==> src/rtl/prepare_log_pkg.sv <==
// Shared types for the prepare-engine log writer.
//   log_hdr_struct : header memory payload {start addr, lines written, truncated}
//   state_e        : log write controller states
//   FREE_W_MAX     : width of free-space values and log pointers (addr width + wrap bit)
package prepare_log_pkg;

  localparam int unsigned LOG_ADDR_W_MAX = 10;
  localparam int unsigned FREE_W_MAX     = LOG_ADDR_W_MAX + 1;
  localparam int unsigned HDR_LEN_W      = 8;

  typedef enum logic [1:0] {
    ST_IDLE  = 2'd0,
    ST_WRITE = 2'd1,
    ST_DRAIN = 2'd2,
    ST_HDR   = 2'd3
  } state_e;

  // Header fields are sized for the largest supported log; smaller logs zero-extend.
  typedef struct packed {
    logic [FREE_W_MAX-1:0] start_addr;
    logic [HDR_LEN_W-1:0]  line_cnt;
    logic                  truncated;
  } log_hdr_struct;

endpackage

==> src/rtl/log_space_calc.sv <==
// Free-space check for the circular log.
//   head, tail  : pointers with wrap bit
//   lines       : requested line count
//   free_c      : lines available = depth - (tail - head)
//   has_space_c : lines is non-zero and fits in free space
module log_space_calc #(
  parameter int unsigned LOG_ADDR_W = 10,
  parameter int unsigned LEN_W      = 8
) (
  input  logic [LOG_ADDR_W:0]  head,
  input  logic [LOG_ADDR_W:0]  tail,
  input  logic [LEN_W-1:0]     lines,
  output logic [LOG_ADDR_W:0]  free_c,
  output logic                 has_space_c
);

  localparam int unsigned FREE_W = LOG_ADDR_W + 1;
  localparam int unsigned CMP_W  = (LEN_W > FREE_W) ? LEN_W : FREE_W;
  localparam logic [FREE_W-1:0] DEPTH = {1'b1, {LOG_ADDR_W{1'b0}}};

  // Occupancy wraps naturally in FREE_W bits thanks to the wrap bit.
  always_comb begin
    free_c      = DEPTH - (tail - head);
    has_space_c = (lines != '0) && (CMP_W'(lines) <= CMP_W'(free_c));
  end

endmodule

==> src/rtl/prepare_eng_log_wr_ctrl.sv <==
// Log write controller: accepts a request, checks space against the truncation
// head, streams realigner lines into the log data memory at tail-relative
// addresses, then writes one header and commits the tail. Requests that do not
// fit are drained and counted.
//   start_req_ingest_*        : request handshake, log_write_done = idle
//   realign_log_ctrl_rd_*     : incoming data stream
//   prep_log_data_mem_wr_*    : data memory write (pass-through in WRITE)
//   prep_log_hdr_mem_wr_*     : header memory write
//   log_head_ptr/log_tail_ptr : circular log pointers with wrap bit
//   drop_cnt                  : saturating count of dropped entries
module prepare_eng_log_wr_ctrl
  import prepare_log_pkg::*;
#(
  parameter int unsigned DATA_W     = 512,
  parameter int unsigned LOG_ADDR_W = 10,
  parameter int unsigned HDR_ADDR_W = 8,
  parameter int unsigned LEN_W      = 8,
  parameter int unsigned DROP_CNT_W = 16
) (
  input  logic                  clk,
  input  logic                  rst,
  input  logic                  start_req_ingest_val,
  input  logic [LEN_W-1:0]      start_req_ingest_lines,
  output logic                  start_req_ingest_rdy,
  output logic                  log_write_done,
  input  logic                  realign_log_ctrl_rd_val,
  input  logic [DATA_W-1:0]     realign_log_ctrl_rd_data,
  input  logic                  realign_log_ctrl_rd_last,
  output logic                  log_ctrl_realign_rd_rdy,
  output logic                  prep_log_data_mem_wr_val,
  output logic [LOG_ADDR_W-1:0] prep_log_data_mem_wr_addr,
  output logic [DATA_W-1:0]     prep_log_data_mem_wr_data,
  input  logic                  log_data_mem_prep_wr_rdy,
  output logic                  prep_log_hdr_mem_wr_val,
  output logic [HDR_ADDR_W-1:0] prep_log_hdr_mem_wr_addr,
  output log_hdr_struct         prep_log_hdr_mem_wr_data,
  input  logic                  log_hdr_mem_prep_wr_rdy,
  input  logic [LOG_ADDR_W:0]   log_head_ptr,
  output logic [LOG_ADDR_W:0]   log_tail_ptr,
  output logic [DROP_CNT_W-1:0] drop_cnt
);

  localparam int unsigned PTR_W = LOG_ADDR_W + 1;

  state_e                state;
  logic [HDR_ADDR_W-1:0] entry_cnt;
  logic [LEN_W-1:0]      lines_q;
  logic [LEN_W-1:0]      beat_cnt;
  logic                  trunc_q;

  logic [PTR_W-1:0]      free_c;
  logic                  has_space_c;
  logic                  room_c;
  logic                  rd_xfer_c;

  log_space_calc #(
    .LOG_ADDR_W (LOG_ADDR_W),
    .LEN_W      (LEN_W)
  ) u_space (
    .head        (log_head_ptr),
    .tail        (log_tail_ptr),
    .lines       (start_req_ingest_lines),
    .free_c      (free_c),
    .has_space_c (has_space_c)
  );

  // beat_cnt never exceeds lines_q, so inequality means there is room left.
  assign room_c    = (beat_cnt != lines_q);
  assign rd_xfer_c = realign_log_ctrl_rd_val & log_ctrl_realign_rd_rdy;

  // Output decode from the state register; data memory is a pass-through.
  always_comb begin
    start_req_ingest_rdy      = 1'b0;
    log_write_done            = 1'b0;
    log_ctrl_realign_rd_rdy   = 1'b0;
    prep_log_data_mem_wr_val  = 1'b0;
    prep_log_hdr_mem_wr_val   = 1'b0;
    prep_log_data_mem_wr_addr = log_tail_ptr[LOG_ADDR_W-1:0] + LOG_ADDR_W'(beat_cnt);
    prep_log_data_mem_wr_data = realign_log_ctrl_rd_data;
    prep_log_hdr_mem_wr_addr  = entry_cnt;
    prep_log_hdr_mem_wr_data            = '0;
    prep_log_hdr_mem_wr_data.start_addr = FREE_W_MAX'(log_tail_ptr);
    prep_log_hdr_mem_wr_data.line_cnt   = HDR_LEN_W'(beat_cnt);
    prep_log_hdr_mem_wr_data.truncated  = trunc_q;
    case (state)
      ST_IDLE: begin
        start_req_ingest_rdy = 1'b1;
        log_write_done       = 1'b1;
      end
      ST_WRITE: begin
        // Beats past the declared count are swallowed without a write.
        prep_log_data_mem_wr_val = realign_log_ctrl_rd_val & room_c;
        log_ctrl_realign_rd_rdy  = room_c ? log_data_mem_prep_wr_rdy : 1'b1;
      end
      ST_DRAIN: log_ctrl_realign_rd_rdy = 1'b1;
      ST_HDR:   prep_log_hdr_mem_wr_val = 1'b1;
      default: ;
    endcase
  end

  // Controller state, tail pointer, entry and drop counters.
  always_ff @(posedge clk) begin
    if (rst) begin
      state        <= ST_IDLE;
      log_tail_ptr <= '0;
      entry_cnt    <= '0;
      drop_cnt     <= '0;
      lines_q      <= '0;
      beat_cnt     <= '0;
      trunc_q      <= 1'b0;
    end else begin
      case (state)
        ST_IDLE: begin
          if (start_req_ingest_val) begin
            if (has_space_c) begin
              lines_q  <= start_req_ingest_lines;
              beat_cnt <= '0;
              trunc_q  <= 1'b0;
              state    <= ST_WRITE;
            end else begin
              if (drop_cnt != '1) drop_cnt <= drop_cnt + DROP_CNT_W'(1);
              state <= ST_DRAIN;
            end
          end
        end
        ST_WRITE: begin
          if (rd_xfer_c) begin
            if (room_c) beat_cnt <= beat_cnt + LEN_W'(1);
            else        trunc_q  <= 1'b1;
            if (realign_log_ctrl_rd_last) state <= ST_HDR;
          end
        end
        ST_DRAIN: begin
          if (realign_log_ctrl_rd_val && realign_log_ctrl_rd_last) state <= ST_IDLE;
        end
        ST_HDR: begin
          if (log_hdr_mem_prep_wr_rdy) begin
            log_tail_ptr <= log_tail_ptr + PTR_W'(beat_cnt);
            entry_cnt    <= entry_cnt + HDR_ADDR_W'(1);
            state        <= ST_IDLE;
          end
        end
        default: state <= ST_IDLE;
      endcase
    end
  end

endmodule

==> config.mk <==
export PLATFORM = sky130hd
export DESIGN_NAME = prepare_eng_log_wr_ctrl
export DESIGN_NICKNAME = d
export VERILOG_FILES = /design/src/rtl/prepare_log_pkg.sv /design/src/rtl/log_space_calc.sv /design/src/rtl/prepare_eng_log_wr_ctrl.sv
export SDC_FILE = /design/constraint.sdc
export NUM_CORES = 1
export LEC_CHECK = 0
export ABC_AREA = 1
export BUFFER_PORTS_ARGS = -buffer_cell sky130_fd_sc_hd__buf_2
export CAP_MARGIN = 20
export CORE_AREA = 10 10 428 430
export CTS_BUF_LIST = sky130_fd_sc_hd__clkbuf_8
export CTS_CLUSTER_SIZE = 40
export DETAILED_ROUTE_END_ITERATION = 16
export DIE_AREA = 0 0 438 440
export GPL_TIMING_DRIVEN = 0
export PLACE_DENSITY = 0.3
export SYNTH_ARGS = -nofsm -noshare
export SYNTH_HDL_FRONTEND = slang
export SYNTH_SLANG_ARGS = --single-unit
==> constraint.sdc <==
create_clock -name clk -period 3.1 [get_ports clk]
set_input_delay 0.62 -clock clk [delete_from_list [all_inputs] [get_ports clk]]
set_output_delay 0.62 -clock clk [all_outputs]
set_load 0.1 [all_outputs]
Word level (Yosys, flattened, before mapping)
Cells that the tools add are included.
{ "word_totals": {"register_bits": 54, "latchBits": 0, "ram_bits": 0, "rom_bits": 0, "inputBits": 538, "output_inout_bits": 582, "wordCells": 64, "n_memories": 0} }
{ "op_classes": {"n_addsub": 7, "n_mul": 0, "n_div": 0, "order_cmp": 1, "eq_ne": 13, "shifts": 0, "mux": 22, "bitwise_logic": 3, "reduce_logical": 11} }
{ "ops": {"columns": ["cell", "n"], "rows": [
  ["two-way mux 8 bit", 4],
  ["adder 16 x 1 -> 16 bit, second input constant", 1],
  ["adder 8 x 1 -> 8 bit, second input constant", 2],
  ["inequality test 16 bit, second input constant", 1],
  ["inequality test 2 bit, second input constant", 8],
  ["one-hot mux 8 bit (2 select lines)", 1],
  ["AND reduction 5 bit", 3],
  ["two-way mux 2 bit", 6],
  ["adder 11 x 8 -> 11 bit", 1],
  ["less-or-equal comparator 8 x 11 -> 1 bit", 1],
  ["subtractor 11 bit", 1],
  ["subtractor 11 bit, first input constant", 1],
  ["adder 10 x 8 -> 10 bit", 1],
  ["two-way mux 1 bit", 8],
  ["inequality test 8 bit", 1],
  ["one-hot mux 2 bit (4 select lines)", 1],
  ["nonzero test 8 bit", 1],
  ["equality test 2 bit, second input constant", 2],
  ["one-hot mux 1 bit (2 select lines)", 2],
  ["AND reduction 4 bit", 1],
  ["AND reduction 3 bit", 1],
  ["AND 1 bit", 2],
  ["equality test 2 x 1 -> 1 bit, second input constant", 1],
  ["logical AND 1 bit", 2],
  ["other kinds (4)", 4]
]} }

Longest topological paths before layout
Gate-level depths: netlist (run 1).
{ "depth": {"word_depth": 7, "depth_mapped": 26, "ltp_nobuf": 25} }

Hierarchy
A second synthesis (run 1) with hierarchy kept.
{ "hier_totals": {"hier_cells": 1131, "hier_area_um2": 8025.2} }
{ "modules_own_cells": {"columns": ["module", "n_inst", "cells_per_inst", "area_per_inst_um2", "seq_area_each_um2"], "rows": [
  ["prepare_eng_log_wr_ctrl", 1, 993, 7118.1, 1081.0],
  ["log_space_calc", 1, 138, 907.1, 0.0]
]} }

Worst setup path after synthesis (run 1)
Ideal clock, no wire load.
{ "synth_path": {"kind": "reg-to-output", "from": "register beat_cnt[4]", "to": "output port log_ctrl_realign_rd_rdy", "t_arrival_ns": 3.804, "required_time_ns": 2.480, "slack_ns": -1.324, "path_stages_with_launch": 7, "path_buffers": 0, "path_cell_list": "dfxtp_1 inv_1 nand2_1 nand4_1 nor2_1 nand3_1 a21boi_0"} }
{ "synth_between": {"elab_chain_cells": 3} }
{ "synth_lines": {"columns": ["element", "line_no", "source"], "rows": [
  ["from (decl)", "prepare_eng_log_wr_ctrl.sv:48", "logic [LEN_W-1:0] beat_cnt;"],
  ["from (signal assigned)", "prepare_eng_log_wr_ctrl.sv:128", "if (room_c) beat_cnt <= beat_cnt + LEN_W'(1);"],
  ["inequality test 8 bit", "prepare_eng_log_wr_ctrl.sv:68", "assign room_c = (beat_cnt != lines_q);"],
  ["two-way mux 1 bit", "prepare_eng_log_wr_ctrl.sv:93", "log_ctrl_realign_rd_rdy = room_c ? log_data_mem_prep_wr_rdy : 1'b1;"],
  ["one-hot mux 1 bit (2 select lines)", "prepare_eng_log_wr_ctrl.sv:85", "case (state)"],
  ["to (decl)", "prepare_eng_log_wr_ctrl.sv:29", "output logic log_ctrl_realign_rd_rdy,"]
]} }
No other way between the ends.

Worst setup path in the final report (run 1)
{ "layout_path": {"from": "register log_tail_ptr[1]", "to": "register beat_cnt[1]"} }
{ "layout_between": {"elab_chain_cells": 6} }
{ "layout_lines": {"columns": ["element", "line_no", "source"], "rows": [
  ["from (decl)", "prepare_eng_log_wr_ctrl.sv:39", "output logic [LOG_ADDR_W:0] log_tail_ptr,"],
  ["from (signal assigned)", "prepare_eng_log_wr_ctrl.sv:138", "log_tail_ptr <= log_tail_ptr + PTR_W'(beat_cnt);"],
  ["subtractor 11 bit (2 in a row)", "log_space_calc.sv:23", "free_c = DEPTH - (tail - head);"],
  ["less-or-equal comparator 8 x 11 -> 1 bit", "log_space_calc.sv:24", "has_space_c = (lines != '0) && (CMP_W'(lines) <= CMP_W'(free_c));"],
  ["logical AND 1 bit", "log_space_calc.sv:24", null],
  ["inequality test 2 bit (no line)", null, null],
  ["AND reduction 5 bit (no line)", null, null]
]} }
No other way between the ends.
A chain may end at the register's enable or synchronous reset.

==> impl_metrics.env, run 1 <==
export IMPL_dieHeight_um=440
export IMPL_critPathSlowestCell="dfxtp_4"
export IMPL_drive_above_1_share_pct=70.28
export IMPL_dpl_cell_count=4106
export IMPL_htree_levels=2
export IMPL_design_portCount=1120
export IMPL_clockPowerShare_pct=6.9
export IMPL_maxSlewViolCount=0
export IMPL_syn_area_sq_um=8053
export IMPL_ys_async_sr_fraction_pct=0
export IMPL_internal_power_mw=2.399
export IMPL_die_w_um=438
export IMPL_cts_tree="yes"
export IMPL_combPwrFrac_pct=81.2
export IMPL_antenna_found_initial=93
export IMPL_p_per_area_nw_per_um2=526.2
export IMPL_synth_edf_count=0
export IMPL_first_pass_iters=4
export IMPL_crit_chain="inv_6 -> ha_4 -> ha_4 -> inv_2 -> fa_2 -> inv_2 -> nand2_2 -> nand2_2 -> nand2_2 -> nor2_2 -> nor2_1 -> xor2_1 -> ha_1 -> nand4_1 -> nor3_2 -> a21oi_2 -> nand3_4 -> nand2_8 -> nand2_2 -> buf_4 -> nand4_1 -> nand2_1 -> nor2_1"
export IMPL_finalNonFillerCells=4152
export IMPL_grt_pass1_wl_um=108000
export IMPL_end_kind="flop"
export IMPL_grt_total_usage_pct=8.535
export IMPL_place_congestion=0.9590
export IMPL_final_nets=2379
export IMPL_cts_root_buffer="clkbuf_8"
export IMPL_slew_headroom_pct=36.92
export IMPL_overflow=0
export IMPL_ys_ff_latch=54
export IMPL_wl_per_cell_um=21.71
export IMPL_arrival_ns=3.57
export IMPL_swShare_pct=69.44
export IMPL_maxCapViolations=0
export IMPL_die_area_sq_um=192700
export IMPL_vdd_drop_max_mv=0.1956
export IMPL_syn_inst=1159
export IMPL_critical_path_max_stage_delay_ns=0.39
export IMPL_core_area_sq_um=175000
export IMPL_outcome="finished, violations left"
export IMPL_final_cell_mix="604 x buf_2, 544 x buf_4, 143 x nand2_1, 109 x inv_1, 57 x nor2_1"
export IMPL_row_count=154
export IMPL_setup_viol=34
export IMPL_final_common_cell="buf_2"
export IMPL_timing_final_crit_share_pct=106.3
export IMPL_p_seq_share_pct=11.9
export IMPL_post_dp_hpwl_um=85260
export IMPL_clkLatencyLatePin_ns=0.35
export IMPL_viasPerCell=2.278
export IMPL_min_path_type="flop to flop"
export IMPL_yosysUniqueCellTypes=38
export IMPL_fillers=20710
export IMPL_synth_avg_cell_area_sq_um=6.948
export IMPL_drtIter0Drc=351
export IMPL_fmax_mhz=303.5
export IMPL_crit_path_max_fanout=5
export IMPL_cts_hold_buf=0
export IMPL_p_switching_mw=5.451
export IMPL_ys_warn_count=0
export IMPL_cts_sinks=54
export IMPL_crit_type="flop to flop"
export IMPL_setup_ws_ns=-0.1951
export IMPL_ys_flop_type="dfxtp_1"
export IMPL_fin_skew_ns=0.02084
export IMPL_grt_setup_unrepaired="true"
export IMPL_whs_ns=0.4902
export IMPL_port_buffers=607
export IMPL_min_period_ns=3.295
export IMPL_syn_to_final_growth_pct=85.24
export IMPL_grt_pass1_vias=9662
export IMPL_grt_max_degree=17
export IMPL_start_util_pct=4.603
export IMPL_ys_seq_area_share_pct=13.42
export IMPL_drc=0
export IMPL_startpoint_type="flop"
export IMPL_clkTransAtPathRegs_ns=0.13
export IMPL_required_ns=3.37
export IMPL_p_leak_nw=7.280
export IMPL_routed_wl_um=90130
export IMPL_hold_viol_final=0
export IMPL_syn_nets=1742
export IMPL_numCtsBuffers=5
export IMPL_worstMarginPinSlew_ns=0.9462
export IMPL_clk_path_buf_depth=2
export IMPL_violations="negative setup slack"
export IMPL_vias=9459
export IMPL_crit_top_cell="nand2_2"
export IMPL_detail_route_antenna_nets=0
==> power groups by stage <==
| stage | clock network (mW) | logic (mW) | registers, mW |
|---|---|---|---|
| after floorplan | 0 | 4.79 | 1.17 |
| after global placement | 0 | 6.27 | 0.958 |
| after detailed placement | 0 | 6.24 | 0.957 |
| after CTS | 0.573 | 6.43 | 0.938 |
| after global routing | 0.592 | 6.69 | 0.954 |
| final | 0.542 | 6.37 | 0.933 |
==> through the flow <==
step	instance area, sq um	power [mW]	utilization (%)	TNS [ns]	setup WS [ns]
floorplan	8273	5.960	-	-2.453	-0.1142
global placement	14240	7.231	8.138	-26.22	-0.9025
detailed placement	14240	7.194	8.138	-25.20	-0.8694
CTS	14670	7.941	8.386	-7.705	-0.2608
global route	14890	8.241	8.513	-12.86	-0.4232
finish	14920	7.849	8.526	-5.317	-0.1951
==> routing by layer <==
layer  up-vias  track usage (%)  part of all wire (%)
met5         -           0.5210                  0.57
met4        56            1.431                   1.4
met3       124            4.154                    11
met2       583            15.13                    51
met1      4328            9.229                    36
li1       4368                -                     -
==> final cells by class <==
type	count	area, sq um	share of cell area, %
diodes	15	37.54	0.2516
plain buffers	538	4031	27.03
clock buffers	5	68.82	0.4613
clock inverters	3	40.04	0.2684
inverters	115	446.7	2.994
multi-input cells	452	2925	19.61
flip-flops and latches	54	1124	7.532
well taps	2340	2928	19.63
repair buffers	630	3316	22.23
==> worst paths after layout <==
| check | slack [ns] | depth (start not counted) | startpoint | endpoint |
|---|---|---|---|---|
| worst max register to register | -0.20 | 23 | log_tail_ptr[1]$_SDFFE_PP0P_ | beat_cnt[1]$_SDFFE_PP0P_ |
| worst min-delay path | 0.49 | 2 | prep_log_hdr_mem_wr_addr[7]$_SDFFE_PP0P_ | prep_log_hdr_mem_wr_addr[7]$_SDFFE_PP0P_ |
| worst max-delay path | -0.20 | 23 | log_tail_ptr[1]$_SDFFE_PP0P_ | beat_cnt[1]$_SDFFE_PP0P_ |
| worst min register to register | 0.49 | 2 | prep_log_hdr_mem_wr_addr[7]$_SDFFE_PP0P_ | prep_log_hdr_mem_wr_addr[7]$_SDFFE_PP0P_ |
==> cell families (layout without fill, tap and decap cells) <==
group / Yosys count / after routing / share of synthesized area [%]
buffers and inverters: 653 / 1291 / 55.24
AO/OA/AOI/OAI: 92 / 92 / 6.153
adder cells (fa/ha/maj): 45 / 45 / 7.178
XOR/XNOR: 20 / 20 / 2.175
other: 0 / 15 / 0
flip-flops: 54 / 54 / 13.42
AND/OR/NAND/NOR: 295 / 295 / 15.83
==> cells in the mapped netlist, drive strengths merged, types with 4 or more instances <==
master | n | area (sq um)
nor3 | 13 | 65.06
nand4 | 17 | 106.4
clkbuf | 4 | 15.01
nor2 | 65 | 251.5
buf | 534 | 4001
nor4 | 6 | 37.54
o21ai | 40 | 215.2
nand2 | 156 | 603.1
a21oi | 44 | 220.2
xnor2 | 6 | 52.55
dfxtp | 54 | 1081
nand3 | 32 | 170.2
xor2 | 14 | 122.6
ha | 43 | 538.0
inv | 114 | 427.9
==> registers in the layout, summed over array words and instances (netlist names) <==
signal	cells
lines_q	8
prep_log_hdr_mem_wr_addr	8
trunc_q	1
log_tail_ptr	11
state	2
drop_cnt	16
beat_cnt	8
==> worst max-delay path, delay by kind of cell (launching register included) <==
kind	cells	cell delay, ns
AOI/OAI and AO/OA	1	0.16
xor gates and xnor gates	1	0.21
adders and majority gates	4	1.04
buffers and inverters	4	0.31
DFF	1	0.39
and+or+nand+nor	13	1.10
==> repair_timing <==
action | CTS | global route
gates resized for setup | 56 | 28
gates cloned | 1 | 2
buffers inserted | 14 | 6
endpoints found under the setup margin | 41 | 43
pin swaps | 15 | 14
No activity file was read; power rests on OpenSTA's default activity.
==> inputs of run 2 (changes only) <==
--- a/config.mk
+++ b/config.mk
@@ -5,15 +5,16 @@
 export SDC_FILE = /design/constraint.sdc
 export NUM_CORES = 1
 export LEC_CHECK = 0
-export ABC_AREA = 1
+export ABC_AREA = 0
 export BUFFER_PORTS_ARGS = -buffer_cell sky130_fd_sc_hd__buf_2
 export CAP_MARGIN = 20
-export CORE_AREA = 10 10 428 430
+export CORE_AREA = 10 10 424 426
 export CTS_BUF_LIST = sky130_fd_sc_hd__clkbuf_8
 export CTS_CLUSTER_SIZE = 40
 export DETAILED_ROUTE_END_ITERATION = 16
-export DIE_AREA = 0 0 438 440
+export DIE_AREA = 0 0 434 436
 export GPL_TIMING_DRIVEN = 0
+export HOLD_SLACK_MARGIN = 0.06
 export PLACE_DENSITY = 0.3
 export SYNTH_ARGS = -nofsm -noshare
 export SYNTH_HDL_FRONTEND = slang
==> impl_metrics.env, run 2 <==
export IMPL_drc=0
export IMPL_overflow=0
export IMPL_first_pass_iters=4
export IMPL_violations="negative setup slack"
export IMPL_drtIter0Drc=370
export IMPL_synth_commonest_cells="525 x buf_4, 55 x nor2_1, 54 x dfxtp_1, 43 x ha_1, 39 x nand2_1"
export IMPL_ys_ff_latch=54
export IMPL_grt_total_usage_pct=7.359
export IMPL_combPwrFrac_pct=79.6
export IMPL_r2r_setup_slack_ns=-0.51
export IMPL_slew_headroom_pct=47.78
export IMPL_final_core_util_pct=8.496
export IMPL_vias=8743
export IMPL_p_seq_share_pct=12.5
export IMPL_fin_skew_ns=0.01566
export IMPL_dpl_cell_count=3807
export IMPL_detail_route_antenna_nets=0
export IMPL_dpl_instance_area_sq_um=13710
export IMPL_syn_nets=1551
export IMPL_power_mw=6.072
export IMPL_timing_final_crit_share_pct=116.5
export IMPL_die_area_sq_um=189200
export IMPL_final_nets=2204
export IMPL_finalNonFillerCells=3866
export IMPL_core_area_sq_um=171000
export IMPL_fillers=20000
export IMPL_final_cell_mix="600 x buf_2, 557 x buf_4, 47 x nor2_1, 40 x dfxtp_1, 35 x nand2_1"
export IMPL_busiest_layer="met2"
export IMPL_synth_edf_count=0
export IMPL_final_common_cell="buf_2"
export IMPL_port_buffers=606
export IMPL_fin_tns_setup_ns=-14.84
export IMPL_seq_area_sq_um=1124
export IMPL_syn_area_sq_um=7635
export IMPL_cts_tree="yes"
export IMPL_dieHeight_um=436
export IMPL_p_per_area_nw_per_um2=418.0
export IMPL_p_leak_nw=6.968
export IMPL_final_cell_area_sq_um=14530
export IMPL_clockPowerShare_pct=7.9
export IMPL_largest_reg_flops=16
export IMPL_syn_inst=968
export IMPL_die_w_um=434
export IMPL_ys_flop_type="dfxtp_1"
export IMPL_grt_setup_unrepaired="true"
export IMPL_arrival_ns=3.86
export IMPL_place_congestion=0.8988
export IMPL_vdd_drop_max_mv=0.1551
export IMPL_synth_area_top_cells="buf_4 52%, dfxtp_1 14%, ha_1 7.0%"
export IMPL_grtUsageMet1_pct=7.786
export IMPL_maxCapViolations=0
export IMPL_cts_root_buffer="clkbuf_8"
export IMPL_worstMarginPinSlew_ns=0.7833
export IMPL_synth_avg_cell_area_sq_um=7.887
export IMPL_wl_per_cell_um=19.72
export IMPL_routed_wl_um=76230
export IMPL_reg_largest_list="drop_cnt: 16 flops, log_tail_ptr: 11 flops"
export IMPL_top_register="drop_cnt"
export IMPL_cts_sinks=54
export IMPL_row_count=152
export IMPL_htree_levels=2
export IMPL_yosysUniqueCellTypes=57
export IMPL_min_period_ns=3.612
export IMPL_required_ns=3.35
export IMPL_clk_path_buf_depth=2
export IMPL_grtUsageMet3_pct=4.503
export IMPL_yosysMostFrequentCell="buf_4"
export IMPL_maxSlewViolCount=0
export IMPL_post_dp_hpwl_um=71310
export IMPL_grt_max_degree=19
export IMPL_crit_path_max_fanout=6
export IMPL_ys_seq_area_share_pct=14.16
export IMPL_internal_power_mw=1.939
export IMPL_drive_above_1_share_pct=78.98
export IMPL_design_portCount=1120
export IMPL_clkLatencyLatePin_ns=0.36
export IMPL_setup_ws_ns=-0.5115
export IMPL_viasPerCell=2.262
export IMPL_grt_pass1_wl_um=93500
export IMPL_min_path_type="flop to flop"
export IMPL_fmax_mhz=276.9
export IMPL_dp_slack_ns=-1.167
export IMPL_crit_type="flop to flop"
export IMPL_multiInputGateArea_sq_um=2924
export IMPL_grt_pass1_vias=8818
export IMPL_startpoint_type="flop"
export IMPL_setup_viol=38
export IMPL_ys_warn_count=0
export IMPL_numCtsBuffers=5
export IMPL_swShare_pct=68.06
export IMPL_met2_usage_pct=12.63
export IMPL_cts_hold_buf=0
export IMPL_yosysTopAreaCell="buf_4"
export IMPL_syn_to_final_growth_pct=90.25
export IMPL_outcome="finished, violations left"
export IMPL_ys_async_sr_fraction_pct=0
export IMPL_p_switching_mw=4.133
export IMPL_clkTransAtPathRegs_ns=0.12
export IMPL_start_util_pct=4.465
export IMPL_hold_viol_final=0
export IMPL_end_kind="flop"
export IMPL_antenna_found_initial=66
export IMPL_yosysTopAreaCellShare_pct=51.62
export IMPL_whs_ns=0.5006
[run 2: changes by cell type after synthesis, moves of 9 or more]
cell | before | now
a21oi_1 | 44 | 32
o21ai_0 | 36 | 9
nand3_1 | 30 | 12
nor2b_1 | 0 | 12
nand2_1 | 153 | 39
xnor2_1 | 6 | 23
mux2i_1 | 0 | 10
nor3_1 | 13 | 2
nor2_1 | 64 | 55
inv_1 | 113 | 29
[run 2: metal layers]
metal / vias up / share of wire [%]
li1: 3943 / -
met1: 4079 / 36
met2: 549 / 48
met3: 118 / 14
met4: 54 / 1.5
met5: - / 0.79
[run 2: worst paths after layout]
kind                                       startpoint                                        to  cells past startpoint
max                      log_tail_ptr[1]$_SDFFE_PP0P_                 drop_cnt[11]$_SDFFE_PP0P_                     20
min          prep_log_hdr_mem_wr_addr[7]$_SDFFE_PP0P_  prep_log_hdr_mem_wr_addr[7]$_SDFFE_PP0P_                      2
max reg2reg              log_tail_ptr[1]$_SDFFE_PP0P_                 drop_cnt[11]$_SDFFE_PP0P_                     20
min reg2reg  prep_log_hdr_mem_wr_addr[7]$_SDFFE_PP0P_  prep_log_hdr_mem_wr_addr[7]$_SDFFE_PP0P_                      2
[run 2: power by group through the flow]
stage | clock network (mW) | logic, mW | registers, mW
2_1_floorplan | 0 | 3.92 | 0.788
3_3_place_gp | 0 | 4.72 | 0.775
3_5_place_dp | 0 | 4.70 | 0.774
4_1_cts | 0.512 | 4.82 | 0.758
5_1_grt | 0.539 | 5.01 | 0.763
6_report | 0.483 | 4.83 | 0.756
[run 2: cells by family after synthesis]
group / count (synthesis) / synth area share [%]
buf+inv: 566 / 53.65
flops: 54 / 14.16
mux: 15 / 2.049
compound gates: 92 / 8.260
fa+ha+maj: 45 / 7.571
simple gates: 162 / 10.41
xor+xnor: 34 / 3.900
[run 2: layout make-up]
type	count	area share, %
plain buffers	536	27.42
repair buffers	647	23.88
multi-input cells	348	20.13
well taps	2233	19.24
flip-flops and latches	54	7.735
inverters	29	0.7839
clock buffers	5	0.4738
diodes	11	0.1895
clock inverters	3	0.1551
[run 2: critical path, stage by stage, from the launching register on]
cell	delay, ns
dfxtp_4	0.39
inv_6	0.04
ha_4	0.26
ha_4	0.12
inv_2	0.03
fa_2	0.34
nand2b_4	0.16
nand2b_1	0.08
a21oi_2	0.05
xor2_1	0.14
ha_1	0.29
nand4_1	0.13
nor2_2	0.07
a21oi_2	0.13
o41ai_2	0.09
a21oi_2	0.21
a31oi_4	0.16
nor3_4	0.18
buf_6	0.18
nand4_1	0.13
mux2_4	0.32
[run 2: repair_timing]
action | CTS | global route
endpoints found under the hold margin | 0 | 0
setup endpoints to repair | 42 | 41
setup buffers | 31 | 12
gates resized for setup | 57 | 35
pin swaps | 32 | 28
gates cloned | 1 | 0
